--- config.mk ---
export PLATFORM = sky130hd
export DESIGN_NAME = estimate_seq
export DESIGN_NICKNAME = d
export VERILOG_FILES = /design/src/rtl/estimate_seq.sv
export SDC_FILE = /design/constraint.sdc
export NUM_CORES = 1
export LEC_CHECK = 0
export ABC_AREA = 0
export ABC_CLOCK_PERIOD_IN_PS = 12800
export CAP_MARGIN = 5
export CORE_MARGIN = 4
export CORE_UTILIZATION = 50
export DETAILED_ROUTE_END_ITERATION = 10
export PLACE_DENSITY = 0.83
export REMOVE_ABC_BUFFERS = 1
export SLEW_MARGIN = 5
export SYNTH_ARGS = -nofsm -noshare
export SYNTH_HDL_FRONTEND = slang
export SYNTH_SLANG_ARGS = --single-unit
--- constraint.sdc ---
create_clock -name clk -period 12.8 [get_ports clk]
set_input_delay 1.92 -clock clk [delete_from_list [all_inputs] [get_ports clk]]
set_output_delay 1.92 -clock clk [all_outputs]
set_load 0.005 [all_outputs]
--- src/rtl/estimate_seq.sv ---
// rtl/estimate_seq.sv - command sequencer driving a binary-activation estimator over NOUT neurons.
// Optional abort input when ESTIMATE_SEQ_ABORT_EN is defined.
module estimate_seq #(
    parameter int NACC  = 9,
    parameter int NPOOL = 4,
    parameter int NOUT  = 32,
    parameter int WBASE = 0,
    parameter int MBASE = 16960
) (
    input  logic            clk,
    input  logic            reset,
    input  logic            start,
`ifdef ESTIMATE_SEQ_ABORT_EN
    input  logic            abort,
`endif
    output logic            busy,
    output logic            done,
    output logic [2:0]      com,
    output logic [15:0]     addr,
    output logic [31:0]     data,
    output logic [15:0]     src_addr,
    input  logic [31:0]     src_data,
    input  logic            activ,
    output logic [NOUT-1:0] result,
    output logic            result_valid
);

    localparam int NW = (NOUT > 1) ? $clog2(NOUT) : 1;

    localparam logic [2:0] CMD_INI  = 3'd0;
    localparam logic [2:0] CMD_ACC  = 3'd1;
    localparam logic [2:0] CMD_POOL = 3'd2;
    localparam logic [2:0] CMD_NORM = 3'd3;
    localparam logic [2:0] CMD_ACT  = 3'd4;
    localparam logic [2:0] CMD_NOP  = 3'd7;

    typedef enum logic [2:0] {IDLE, INI, ACC, POOL, NORM, ACT, CAPT, FIN} state_t;

    state_t          state_q, state_d;
    logic [15:0]     k_q, k_d;
    logic [15:0]     p_q, p_d;
    logic [NW-1:0]   n_q, n_d;
    logic [15:0]     nbase_q, nbase_d;
    logic [15:0]     src_q, src_d;
    logic [2:0]      com_q, com_d;
    logic [15:0]     addr_q, addr_d;
    logic            busy_q, busy_d;
    logic            done_q, done_d;
    logic            rv_q, rv_d;
    logic            capt_q, capt_d;
    logic [NW-1:0]   capt_n_q, capt_n_d;
    logic [NOUT-1:0] result_q, result_d;

    always_ff @(posedge clk or posedge reset) begin
        if (reset) begin
            state_q  <= IDLE;
            k_q      <= '0;
            p_q      <= '0;
            n_q      <= '0;
            nbase_q  <= '0;
            src_q    <= '0;
            com_q    <= CMD_NOP;
            addr_q   <= '0;
            busy_q   <= 1'b0;
            done_q   <= 1'b0;
            rv_q     <= 1'b0;
            capt_q   <= 1'b0;
            capt_n_q <= '0;
            result_q <= '0;
        end else begin
            state_q  <= state_d;
            k_q      <= k_d;
            p_q      <= p_d;
            n_q      <= n_d;
            nbase_q  <= nbase_d;
            src_q    <= src_d;
            com_q    <= com_d;
            addr_q   <= addr_d;
            busy_q   <= busy_d;
            done_q   <= done_d;
            rv_q     <= rv_d;
            capt_q   <= capt_d;
            capt_n_q <= capt_n_d;
            result_q <= result_d;
        end
    end

    // com/addr are computed from the current state and registered, so they trail it by one cycle.
    always_comb begin
        state_d  = state_q;
        k_d      = k_q;
        p_d      = p_q;
        n_d      = n_q;
        nbase_d  = nbase_q;
        src_d    = src_q;
        com_d    = CMD_NOP;
        addr_d   = '0;
        busy_d   = busy_q;
        done_d   = 1'b0;
        rv_d     = rv_q;
        capt_d   = 1'b0;
        capt_n_d = capt_n_q;
        result_d = result_q;
        if (capt_q) begin
            result_d[capt_n_q] = activ;
        end

        case (state_q)
            IDLE: begin
                if (start) begin
                    state_d = INI;
                    busy_d  = 1'b1;
                    rv_d    = 1'b0;
                    n_d     = '0;
                    nbase_d = '0;
                end
            end
            INI: begin
                com_d   = CMD_INI;
                k_d     = '0;
                p_d     = '0;
                src_d   = '0;
                state_d = ACC;
            end
            ACC: begin
                com_d  = CMD_ACC;
                addr_d = 16'(WBASE) + nbase_q + k_q;
                src_d  = src_q + 16'd1;
                if (k_q == 16'(NACC - 1)) begin
                    k_d     = '0;
                    state_d = POOL;
                end else begin
                    k_d = k_q + 16'd1;
                end
            end
            POOL: begin
                com_d = CMD_POOL;
                if (p_q == 16'(NPOOL - 1)) begin
                    state_d = NORM;
                end else begin
                    p_d     = p_q + 16'd1;
                    state_d = ACC;
                end
            end
            NORM: begin
                com_d   = CMD_NORM;
                addr_d  = 16'(MBASE) + 16'(n_q);
                state_d = ACT;
            end
            ACT: begin
                com_d   = CMD_ACT;
                state_d = CAPT;
            end
            CAPT: begin
                // The estimator answers one cycle after com=4, i.e. while this state's NOP is on com.
                capt_d   = 1'b1;
                capt_n_d = n_q;
                if (n_q == NW'(NOUT - 1)) begin
                    state_d = FIN;
                    busy_d  = 1'b0;
                end else begin
                    n_d     = n_q + 1'b1;
                    nbase_d = nbase_q + 16'(NACC);
                    state_d = INI;
                end
            end
            FIN: begin
                done_d  = 1'b1;
                rv_d    = 1'b1;
                state_d = IDLE;
            end
            default: state_d = IDLE;
        endcase

`ifdef ESTIMATE_SEQ_ABORT_EN
        if (abort && state_q != IDLE && state_q != FIN) begin
            state_d = IDLE;
            com_d   = CMD_NOP;
            addr_d  = '0;
            busy_d  = 1'b0;
            done_d  = 1'b0;
            rv_d    = 1'b0;
            capt_d  = 1'b0;
        end
`endif
    end

    assign busy         = busy_q;
    assign done         = done_q;
    assign com          = com_q;
    assign addr         = addr_q;
    assign data         = src_data;
    assign src_addr     = (state_q == ACC) ? src_q : 16'd0;
    assign result       = result_q;
    assign result_valid = rv_q;

endmodule

==> out/summary.txt, run 1 <==
Hold wc startpoint = src_q[13]$_DFFE_PP0P_
Largest net degree at the start of global routing = 73
Antenna Nets Post-Route = 0
Syn Area/Cell = 9.79 um2
Critical Path Source Type = register
CP arrival = 2.44 ns
Routed wire per std cell = 17.3 um
CTS Buf Count = 17
R2R Path End = nbase_q[10]$_DFFE_PP0P_
Final hold viol count = 0
R2r setup slk = 10.36 ns
Post-synthesis cell type count = 54
CTS Root Cell = clkbuf_16
Number of global-route vias before repair = 5263
Hold crit path type = reg -> reg
Yosys warns = 0
Area Growth Syn to Fin = 17.4%
Leak Pwr = 0.00374 uW
Max-Cap Viols = 0
Clk_skew = 0.00695 ns
Die Footprint = 0.0160 mm2
GPL Wtd Cong = 0.835
Clock slew at reported path FFs = 0.06 ns
Total track usage = 21.1%
Slew Limit Fails = 0
Pwr dens = 155 mW/mm2
Core area = 0.0138 mm2
WP data required = 10.88 ns
Reg area = 0.00331 mm2
Layout cells sized above 1 = 11.1%
Cell Area, Synth = 0.00704 mm2
Setup-failing EPs final = 0
Dpl hpwl = 11200 um
Path depth of the worst reg2reg path = 9
Crit path kind = reg -> out
CTS tree = built
Mean number of vias per cell = 5.61
Worst slew pin tran = 0.998 ns
Slew HR = 33.4%
Hold depth = 1
Peak VDD IR = 0.110 mV
Achievable Freq = 229 MHz
Synth cell count leaders = dfrtp_1, nand2_1, nor2_1, o21ai_0, mux2_2
Seq/Total Area, Yosys = 47.0%
Crit-path cells = inv_1 -> nor3_2 -> buf_4 -> and2_1 -> clkdlybuf4s50_1
Top cell type's share of synthesized area = 45.9%
# diodes = 0
Post-Synthesis Cells = 719
Worst-Skew Late Latency = 0.42 ns
Initial antenna violation count = 0
Most numerous cell in the Yosys netlist = dfrtp_1
RSZ-0062 raised after global routing = false
Status = complete, no violations
Total clock sinks = 132
Yosys top cell by area = dfrtp_1
Post-synth EDFFs = 0
Worst Hold End = src_q[13]$_DFFE_PP0P_
Initial DRC Count = 426
Filler cells = 1140
Ranking of synthesized cells by area = dfrtp_1, mux2_2, nand2_1, nor2_1, ha_1
H-tree levels = 4
Ys async rst share = 100%
Worst path slowest cell = dfrtp_1
First-pass GRT wire length = 27200 um
Worst r2r src = n_q[0]$_DFFE_PP0P_
Area of the multi-input gates = 0.00332 mm2
Via count = 5302
Nets@finish = 811
Ports = 138
Die width = 127 um
Row count = 43
Starting Density = 50.9%
Clk buf depth = 2
Setup ws final = 8.44 ns
Post-place setup slack = 8.86 ns
Die Y = 127 um
Overflow after GRT = 0
Top_reg_cell synth = dfrtp_1
Synthesized flop and latch total = 132
Hold_buf cts = 0
Port Buf Inserts = 73
Routed WL = 16400 um
Post-CTS setup repair buffer count = 0
Worst Hold Margin = 0.478 ns
Fin crit period = 4.36 ns
Drt drc = 0
Worst Path Max Fanout = 29
Tcrit/Tclk final = 34.1%
Setup TNS Final = 0 ns
Crit end category = output pin
Post-CTS Resized = 0
Worst path max stage delay = 0.59 ns
DRT Pass-1 Iters = 5
layout by cell type (no fill, tap or decap), types with 4 or more instances in the layout:
| master | n |
|---|---|
| nand3b_1 | 5 |
| xnor2_1 | 17 |
| o31ai_1 | 4 |
| clkbuf_1 | 4 |
| nand3_1 | 28 |
| mux2_2 | 38 |
| nand2b_1 | 4 |
| o21ai_0 | 49 |
| and2_1 | 22 |
| nor4_1 | 4 |
| mux2i_1 | 11 |
| a21o_1 | 7 |
| a22o_1 | 9 |
| nor3_1 | 8 |
| dfrtp_1 | 129 |
| clkbuf_16 | 17 |
| and4_1 | 7 |
| nor3b_1 | 6 |
| and3_1 | 15 |
| nor2_1 | 74 |
| xor2_1 | 29 |
| a21oi_1 | 21 |
| ha_1 | 22 |
| o21a_1 | 4 |
| nand4_1 | 12 |
| clkdlybuf4s50_1 | 73 |
| inv_1 | 12 |
| nand2_1 | 81 |
per-stage QoR:
stage / cell area [um2] / instances / total power [uW] / util (%)
after floorplan: 6670 / 657 / 666 / -
after global placement: 7650 / 913 / 776 / 55.4
after detailed placement: 7650 / 913 / 787 / 55.4
after CTS: 8260 / 945 / 1290 / 59.7
after global routing: 8260 / 945 / 1340 / 59.7
final: 8260 / 945 / 1280 / 59.7
worst max-delay path: cells and delay by family, from the launching register on:
family	cells	cell delay [ns]
buf+inv	3	1.01
flops	1	0.59
simple gates	2	0.41
cell type report:
type | instances | share of cell area [%]
flip-flops and latches | 132 | 40.0
clock buffers | 24 | 5.83
inverters | 13 | 0.621
clock inverters | 8 | 1.50
repair buffers | 76 | 9.12
well taps | 180 | 2.73
multi-input cells | 512 | 40.2
flip-flops by register name, indices dropped and copies added, names as in the netlist:
signal and cells:
state_q 3, nbase_q 16, com 3, result 32, n_q 5, done 1
busy 1, capt_q 1, src_q 16, addr 16, result_valid 1, capt_n_q 5
k_q 16, p_q 16
routing by layer:
layer	wire length [um]	up-vias	global-route usage (%)
li1	-	2510	-
met1	7100	2582	27.5
met2	7790	191	33.4
met3	1220	19	7.33
met4	260	0	6.18
met5	0	-	2.48
cells by family (layout without fill, tap and decap cells):
group,after synthesis,after routing,synth area share [%]
simple gates,287,287,20.4
flops,132,132,47.0
compound gates,107,107,9.05
buf+inv,75,121,5.96
mux,49,49,7.65
xor+xnor,46,46,5.73
fa+ha+maj,23,23,4.20
worst max-delay path by stage:
| stage | startpoint | to |
|---|---|---|
| after floorplan | reset | addr[0]$_DFF_PP0_ |
| after global placement | reset | addr[14]$_DFF_PP0_ |
| after detailed placement | state_q[1]$_DFFE_PP0P_ | src_addr[3] |
| after CTS | state_q[1]$_DFFE_PP0P_ | src_addr[3] |
| after global routing | state_q[1]$_DFFE_PP0P_ | src_addr[3] |
| final | state_q[1]$_DFFE_PP0P_ | src_addr[3] |
power by group:
group | internal, uW | leakage, uW | switching [uW] | total [uW]
Sequential | 459 | 0.00177 | 48.1 | 507
Clock | 321 | 0.000290 | 175 | 496
Combinational | 107 | 0.00167 | 168 | 275
Total | 888 | 0.00374 | 390 | 1280
(Power assumes the default switching activity.)
==> run 2: changes to the inputs <==
--- a/config.mk
+++ b/config.mk
@@ -6,7 +6,7 @@
 export NUM_CORES = 1
 export LEC_CHECK = 0
 export ABC_AREA = 0
-export ABC_CLOCK_PERIOD_IN_PS = 12800
+export ABC_CLOCK_PERIOD_IN_PS = 4100
 export CAP_MARGIN = 5
 export CORE_MARGIN = 4
 export CORE_UTILIZATION = 50
==> constraint.sdc (replaced) <==
create_clock -name clk -period 4.1 [get_ports clk]
set_input_delay 0.615 -clock clk [delete_from_list [all_inputs] [get_ports clk]]
set_output_delay 0.615 -clock clk [all_outputs]
set_load 0.005 [all_outputs]
==> out/summary.txt, run 2 (synthesis results as in run 1) <==
CTS tree = built
Crit-path cells = inv_1 -> nor3_2 -> buf_4 -> and2_1 -> clkdlybuf4s50_1
DRT Pass-1 Iters = 6
Critical Path Source Type = register
Post-CTS setup repair buffer count = 0
Most frequent cells in the layout = dfrtp_1, nand2_1, nor2_1
Overflow after GRT = 0
Worst path max stage delay = 0.60 ns
Reg area = 0.00331 mm2
Commonest non-fill, non-tap cell in the layout = dfrtp_1
Total clock sinks = 132
Nets@finish = 812
Largest net degree at the start of global routing = 57
Ports = 138
Routed wire per std cell = 17.1 um
CTS Root Cell = clkbuf_16
Achievable Freq = 323 MHz
Die Y = 127 um
Post-place setup slack = 1.46 ns
Die Footprint = 0.0160 mm2
CP arrival = 2.48 ns
Worst Hold Margin = 0.485 ns
Leak Pwr = 0.00377 uW
Filler cells = 1126
Area of the multi-input gates = 0.00332 mm2
Area Growth Syn to Fin = 18.4%
Number of flip-flops in the largest register = 32
Max-Cap Viols = 0
RSZ-0062 raised after global routing = false
Drt drc = 0
Post-CTS Resized = 0
Dpl hpwl = 11200 um
Worst Path Max Fanout = 28
Worst-Skew Late Latency = 0.42 ns
Hold crit path type = reg -> reg
Pwr dens = 496 mW/mm2
Via count = 5342
Fin util = 60.3%
Tcrit/Tclk final = 75.5%
Slew HR = 32.1%
CTS Buf Count = 17
H-tree levels = 4
Number of global-route vias before repair = 5191
Clock slew at reported path FFs = 0.06 ns
Setup ws final = 1.01 ns
First-pass GRT wire length = 27400 um
Final hold viol count = 0
Hold_buf cts = 0
Routed WL = 16200 um
Slew Limit Fails = 0
# diodes = 0
Layout cells sized above 1 = 11.6%
Antenna Nets Post-Route = 0
Status = complete, no violations
Clk buf depth = 2
Port Buf Inserts = 73
Crit end category = output pin
Die width = 127 um
Starting Density = 50.9%
Crit path kind = reg -> out
Initial DRC Count = 399
Fin area = 0.00833 mm2
Worst slew pin tran = 1.01 ns
Peak VDD IR = 0.380 mV
Setup-failing EPs final = 0
Worst path slowest cell = dfrtp_1
Initial antenna violation count = 0
GPL Wtd Cong = 0.845
Core area = 0.0138 mm2
Row count = 43
Total track usage = 21.3%
Clk_skew = 0.00688 ns
Fin crit period = 3.09 ns
WP data required = 3.48 ns
Mean number of vias per cell = 5.65
Placed inst area = 0.00767 mm2
[run 2: cell count changes in the layout (fill, tap and decap cells not counted)]
cell / delta
clkbuf_1: -3
bufinv_16: +2
buf_12: +1
clkbuf_8: -1
clkinv_4: +1
inv_6: +1
[run 2: routing by layer]
layer	up-vias	share of wire (%)	routed length, um	global-route usage [%]
met5	-	0	0	2.48
met4	0	2.0	331	7.38
met3	23	6.7	1080	7.28
met2	153	47	7550	32.3
met1	2644	45	7240	28.5
li1	2522	-	-	-
[run 2: where the power goes]
group | internal [uW] | switching (uW) | leakage, uW
sequential | 1430 | 150 | 0.00177
clock | 1110 | 574 | 0.000317
combinational | 335 | 524 | 0.00168
total | 2880 | 1250 | 0.00377
[run 2: final timing paths]
check	start	to	slack (ns)	depth (start not counted)
setup / recovery	state_q[1]$_DFFE_PP0P_	src_addr[1]	1.01	5
hold / removal	src_q[15]$_DFFE_PP0P_	src_q[15]$_DFFE_PP0P_	0.48	1
min in group asynchronous	reset	result[8]$_DFFE_PP0P_	0.67	2
hold reg to reg	src_q[15]$_DFFE_PP0P_	src_q[15]$_DFFE_PP0P_	0.48	1
max in group asynchronous	reset	src_q[14]$_DFFE_PP0P_	2.62	3
setup reg to reg	n_q[0]$_DFFE_PP0P_	nbase_q[12]$_DFFE_PP0P_	1.63	9
[run 2: layout make-up]
type / count / share of cell area, %
clock inverters: 12 / 2.42
clock buffers: 20 / 5.48
multi-input cells: 512 / 39.8
repair buffers: 77 / 9.28
inverters: 13 / 0.616
flip-flops and latches: 132 / 39.7
well taps: 180 / 2.70
[run 2: critical path: cells and delay by family, from the launching register on]
kind | cells | cell delay (ns)
DFF | 1 | 0.60
buffers and inverters | 3 | 0.98
and+or+nand+nor | 2 | 0.46
[run 2: metrics by stage]
| stage | std cells | power [uW] | TNS (ns) |
|---|---|---|---|
| finish | 946 | 4130 | 0 |
| global route | 946 | 4340 | 0 |
| CTS | 946 | 4150 | 0 |
| detailed placement | 914 | 2450 | 0 |
| global placement | 914 | 2430 | 0 |
| floorplan | 657 | 2080 | -4.65 |
==> variant 1, RTL diff (flow settings as in run 2) <==
Add a define of `ESTIMATE_SEQ_ABORT_EN`.
--- a/src/rtl/estimate_seq.sv
+++ b/src/rtl/estimate_seq.sv
@@ -1,5 +1,7 @@
 // rtl/estimate_seq.sv - command sequencer driving a binary-activation estimator over NOUT neurons.
 // Optional abort input when ESTIMATE_SEQ_ABORT_EN is defined.
+`define ESTIMATE_SEQ_ABORT_EN
+
 module estimate_seq #(
     parameter int NACC  = 9,
     parameter int NPOOL = 4,
Ports: changed (added abort); port bits go from 138 to 139. No check against the original RTL was run, so the function may have changed too.
==> variant 1 against run 2 <==
- hold slack better by 0.0052 ns
- clock power down 6%
- wire length up 7.2%
- design area up 4.0%
- count of clock-buffer cells in the layout down 1
- power down 7.2%
- synthesized area up 4.5%
- setup slack worse by 0.23 ns
- sequential cell count unchanged
- critical path type unchanged
- highest routed layer unchanged
==> variant 1: results (changes against run 2) <==
[placed_design]
place_area_sq_um=8049  ; +4.9%
dp_hpwl_microns=12380  ; +11%
routabilityCongestion=0.9085  ; +7.5%
dp.cells=974  ; +6.6%

[hold_path]
hold_end=src_q[4]
hp-start=src_q[4]

[drt]
routed_wl_microns=17370  ; +7.2%
avgRoutedWirePerCell_microns=17.28  ; +0.92%
drt_iter0_drc=505  ; +27%
firstDrtPassIters=5  ; -1
route.vias.total=5870  ; +9.9%

[worst_setup_path]
cp.arrival_ns=2.71  ; +0.23 ns
reg2reg_slack_ns=1.49  ; -0.14 ns
worstPathMaxFanout=21  ; -25%
endpoint=src_addr[11]
reg2reg_depth=8  ; -1

[synthesis]
synthTopCellsByArea=dfrtp_1 (44%), nor2_1 (4.2%), mux2_2 (4.1%)
post_synth_num_cell_types=64  ; +19%
synthTopCellsByCount=dfrtp_1 (129), nor2_1 (83), nand2_1 (77)
avgSynthCellArea_sq_um=9.573  ; -2.2%

[global_route]
grt_max_degree=51  ; -11%
grt_usage=0.2175  ; +0.004382
grt_pass1_vias=5652  ; +8.9%
grt_pass1_wl_microns=28990  ; +5.8%

[power]
ir_drop_mv=0.2966  ; -22%
p_leak_nw=3.735  ; -1.0%

[layout]
fin_nets=869  ; +7.0%
drive_gt1_frac=0.09379  ; -0.02240

[outcome]
status=finished, final reports clean

variant 1: cell types whose count changed after synthesis, sizes merged, moves of 5 or more:
cell           run 2  this run
nand3             28        39
a21oi             21        30
xor2              29        21
nor2              78        85
o211ai             0         6
o21ai             50        44
or3                2         8
nor2b              1         6
nor3b              6        11
variant 1: layout make-up:
type	count	area, sq um
repair buffers	81	805.8
clock buffers	19	432.9
multi-input cells	560	3640
flip-flops and latches	132	3307
clock inverters	12	181.4
inverters	17	66.31
well taps	184	230.2
fillers	1176	5816
variant 1: worst max-delay path, stage by stage, from the launching register on:
cell and delay, ns:
dfrtp_1 0.69, nor3b_4 0.65, buf_4 0.29, and2_1 0.15, clkdlybuf4s50_1 0.51
variant 1: power breakdown:
part	internal, mW	switching, mW
clock	1.02	0.576
combinational	0.277	0.462
sequential	1.38	0.117
variant 1: per-stage QoR:
step | worst slack [ns] | util | hold WS [ns]
4_1_cts | 0.7562 | 0.5983 | 0.4884
6_report | 0.7789 | 0.5983 | 0.4899
3_3_place_gp | 1.290 | 0.5559 | 0.4693
5_1_grt | 0.5585 | 0.5983 | 0.4999
2_1_floorplan | -0.03609 | - | 0.4367
3_5_place_dp | 1.226 | 0.5559 | 0.4719
variant 1: logic make-up (layout without fill, tap and decap cells):
group	Yosys count	count (layout)	synth area share
XOR/XNOR	35	35	0.04170
multiplexers	47	47	0.07063
flip-flops	132	132	0.4498
AO/OA/AOI/OAI	136	136	0.1229
adder cells (fa/ha/maj)	23	23	0.04016
buffers and inverters	76	129	0.05599
AND/OR/NAND/NOR	319	319	0.2189
variant 1: metal layers:
layer | GRT usage | part of all wire
met1 | 0.2968 | 0.45
met2 | 0.3293 | 0.46
met4 | 0.06609 | 0.013
met5 | 0.02059 | 0
met3 | 0.07214 | 0.070
==> variant 2, RTL diff (config.mk and constraints of run 2) <==
Without the edit above. Register the inputs `start`, `src_data` and `activ` before use. The logic sees them one clock later.
--- a/src/rtl/estimate_seq.sv
+++ b/src/rtl/estimate_seq.sv
@@ -35,6 +35,16 @@
     localparam logic [2:0] CMD_NOP  = 3'd7;
 
     typedef enum logic [2:0] {IDLE, INI, ACC, POOL, NORM, ACT, CAPT, FIN} state_t;
+
+    logic start_q;
+    logic [31:0] src_data_q;
+    logic activ_q;
+
+    always_ff @(posedge clk) begin
+        start_q    <= start;
+        src_data_q <= src_data;
+        activ_q    <= activ;
+    end
 
     state_t          state_q, state_d;
     logic [15:0]     k_q, k_d;
@@ -102,12 +112,12 @@
         capt_n_d = capt_n_q;
         result_d = result_q;
         if (capt_q) begin
-            result_d[capt_n_q] = activ;
+            result_d[capt_n_q] = activ_q;
         end
 
         case (state_q)
             IDLE: begin
-                if (start) begin
+                if (start_q) begin
                     state_d = INI;
                     busy_d  = 1'b1;
                     rv_d    = 1'b0;
@@ -189,7 +199,7 @@
     assign done         = done_q;
     assign com          = com_q;
     assign addr         = addr_q;
-    assign data         = src_data;
+    assign data         = src_data_q;
     assign src_addr     = (state_q == ACC) ? src_q : 16'd0;
     assign result       = result_q;
     assign result_valid = rv_q;
Check against the original RTL: not equivalent (a bounded check fails within 4 cycles, from zero or initial values and one cycle with reset high).
==> variant 2 against run 2 <==
- power up 12%
- setup slack worse by 0.053 ns
- wire length up 9.3%
- synthesized area up 8.9%
- sequential share of layout area up 0.88 points
- clock skew up 0.0041 ns
- design area up 18%
- largest power group is now sequential cells
- critical path depth down 2
- critical endpoint is now src_addr[14]
- sequential cell count up 34
==> variant 2: results (changes against run 2) <==
[outcome]
status=finished, final reports clean

[worst_setup_path]
worstPathMaxFanout=23  ; -18%
path_delay_family=simple AND/OR/NAND/NOR gates
critPathSlowestCell=nor3b_4
endpoint=src_addr[14]
cp.arrival_ns=2.53  ; +0.05 ns
r2r_start=state_q[0]
reg2reg_depth=5  ; -4

[synthesis]
post_synth_num_cell_types=65  ; +20%
synthTopCellsByCount=dfrtp_1 (129), nand2_1 (87), nor2_1 (55)
synthTopCellsByArea=dfrtp_1 (42%), dfxtp_1 (8.9%), mux2_2 (4.8%)
synthCells=742  ; +3.2%
synthArstFlopShare=0.7952  ; -0.2048

[global_route]
gr-usage-met2=0.3238  ; about the same
grt_pass1_wl_microns=28840  ; +5.2%
gr-usage-met3=0.07214  ; -0.0007047
grt_usage=0.2034  ; -0.009698
met1_usage=0.2639  ; -0.02097

[drt]
avgRoutedWirePerCell_microns=16.51  ; -3.6%
route.vias.total=6077  ; +14%
drt_iter0_drc=474  ; +19%
route.met2.wl_microns=8314  ; +10%
wl_met3_microns=1205  ; +11%
met1_length_microns=7848  ; +8.5%

[placed_design]
port_buffers=137  ; +88%
dp_hpwl_microns=12280  ; +10%

[hold_path]
hold_end=busy
hp-start=busy

[layout]
fill_cells=1127  ; +0.089%
fin_nets=934  ; +15%
fin_cells=1072  ; +13%
drive_gt1_frac=0.09910  ; -0.01709

[power]
ir_drop_mv=0.3634  ; -4.3%

==> variant 2: report_power, final <==
| part | switching, mW | internal (mW) | leakage [nW] |
|---|---|---|---|
| combinational | 0.565 | 0.365 | 1.94 |
| sequential | 0.167 | 1.77 | 2.10 |
| clock | 0.706 | 1.04 | 0.318 |
==> variant 2: cell families after synthesis <==
logic type               share of synthesized area
buffers and inverters                      0.02171
XOR/XNOR                                   0.03886
AO/OA/AOI/OAI                               0.1164
AND/OR/NAND/NOR                             0.2091
flip-flops                                  0.5203
multiplexers                               0.05502
adder cells (fa/ha/maj)                    0.03853
==> variant 2: area by class of cell <==
cell class | count | area [sq um] | share of cell area
Clock inverter | 14 | 215.2 | 0.02189
Sequential cell | 166 | 3988 | 0.4057
Tap cell | 184 | 230.2 | 0.02342
Inverter | 15 | 58.81 | 0.005983
Multi-Input combinational cell | 536 | 3510 | 0.3571
Clock buffer | 18 | 429.2 | 0.04366
Timing Repair Buffer | 139 | 1399 | 0.1423
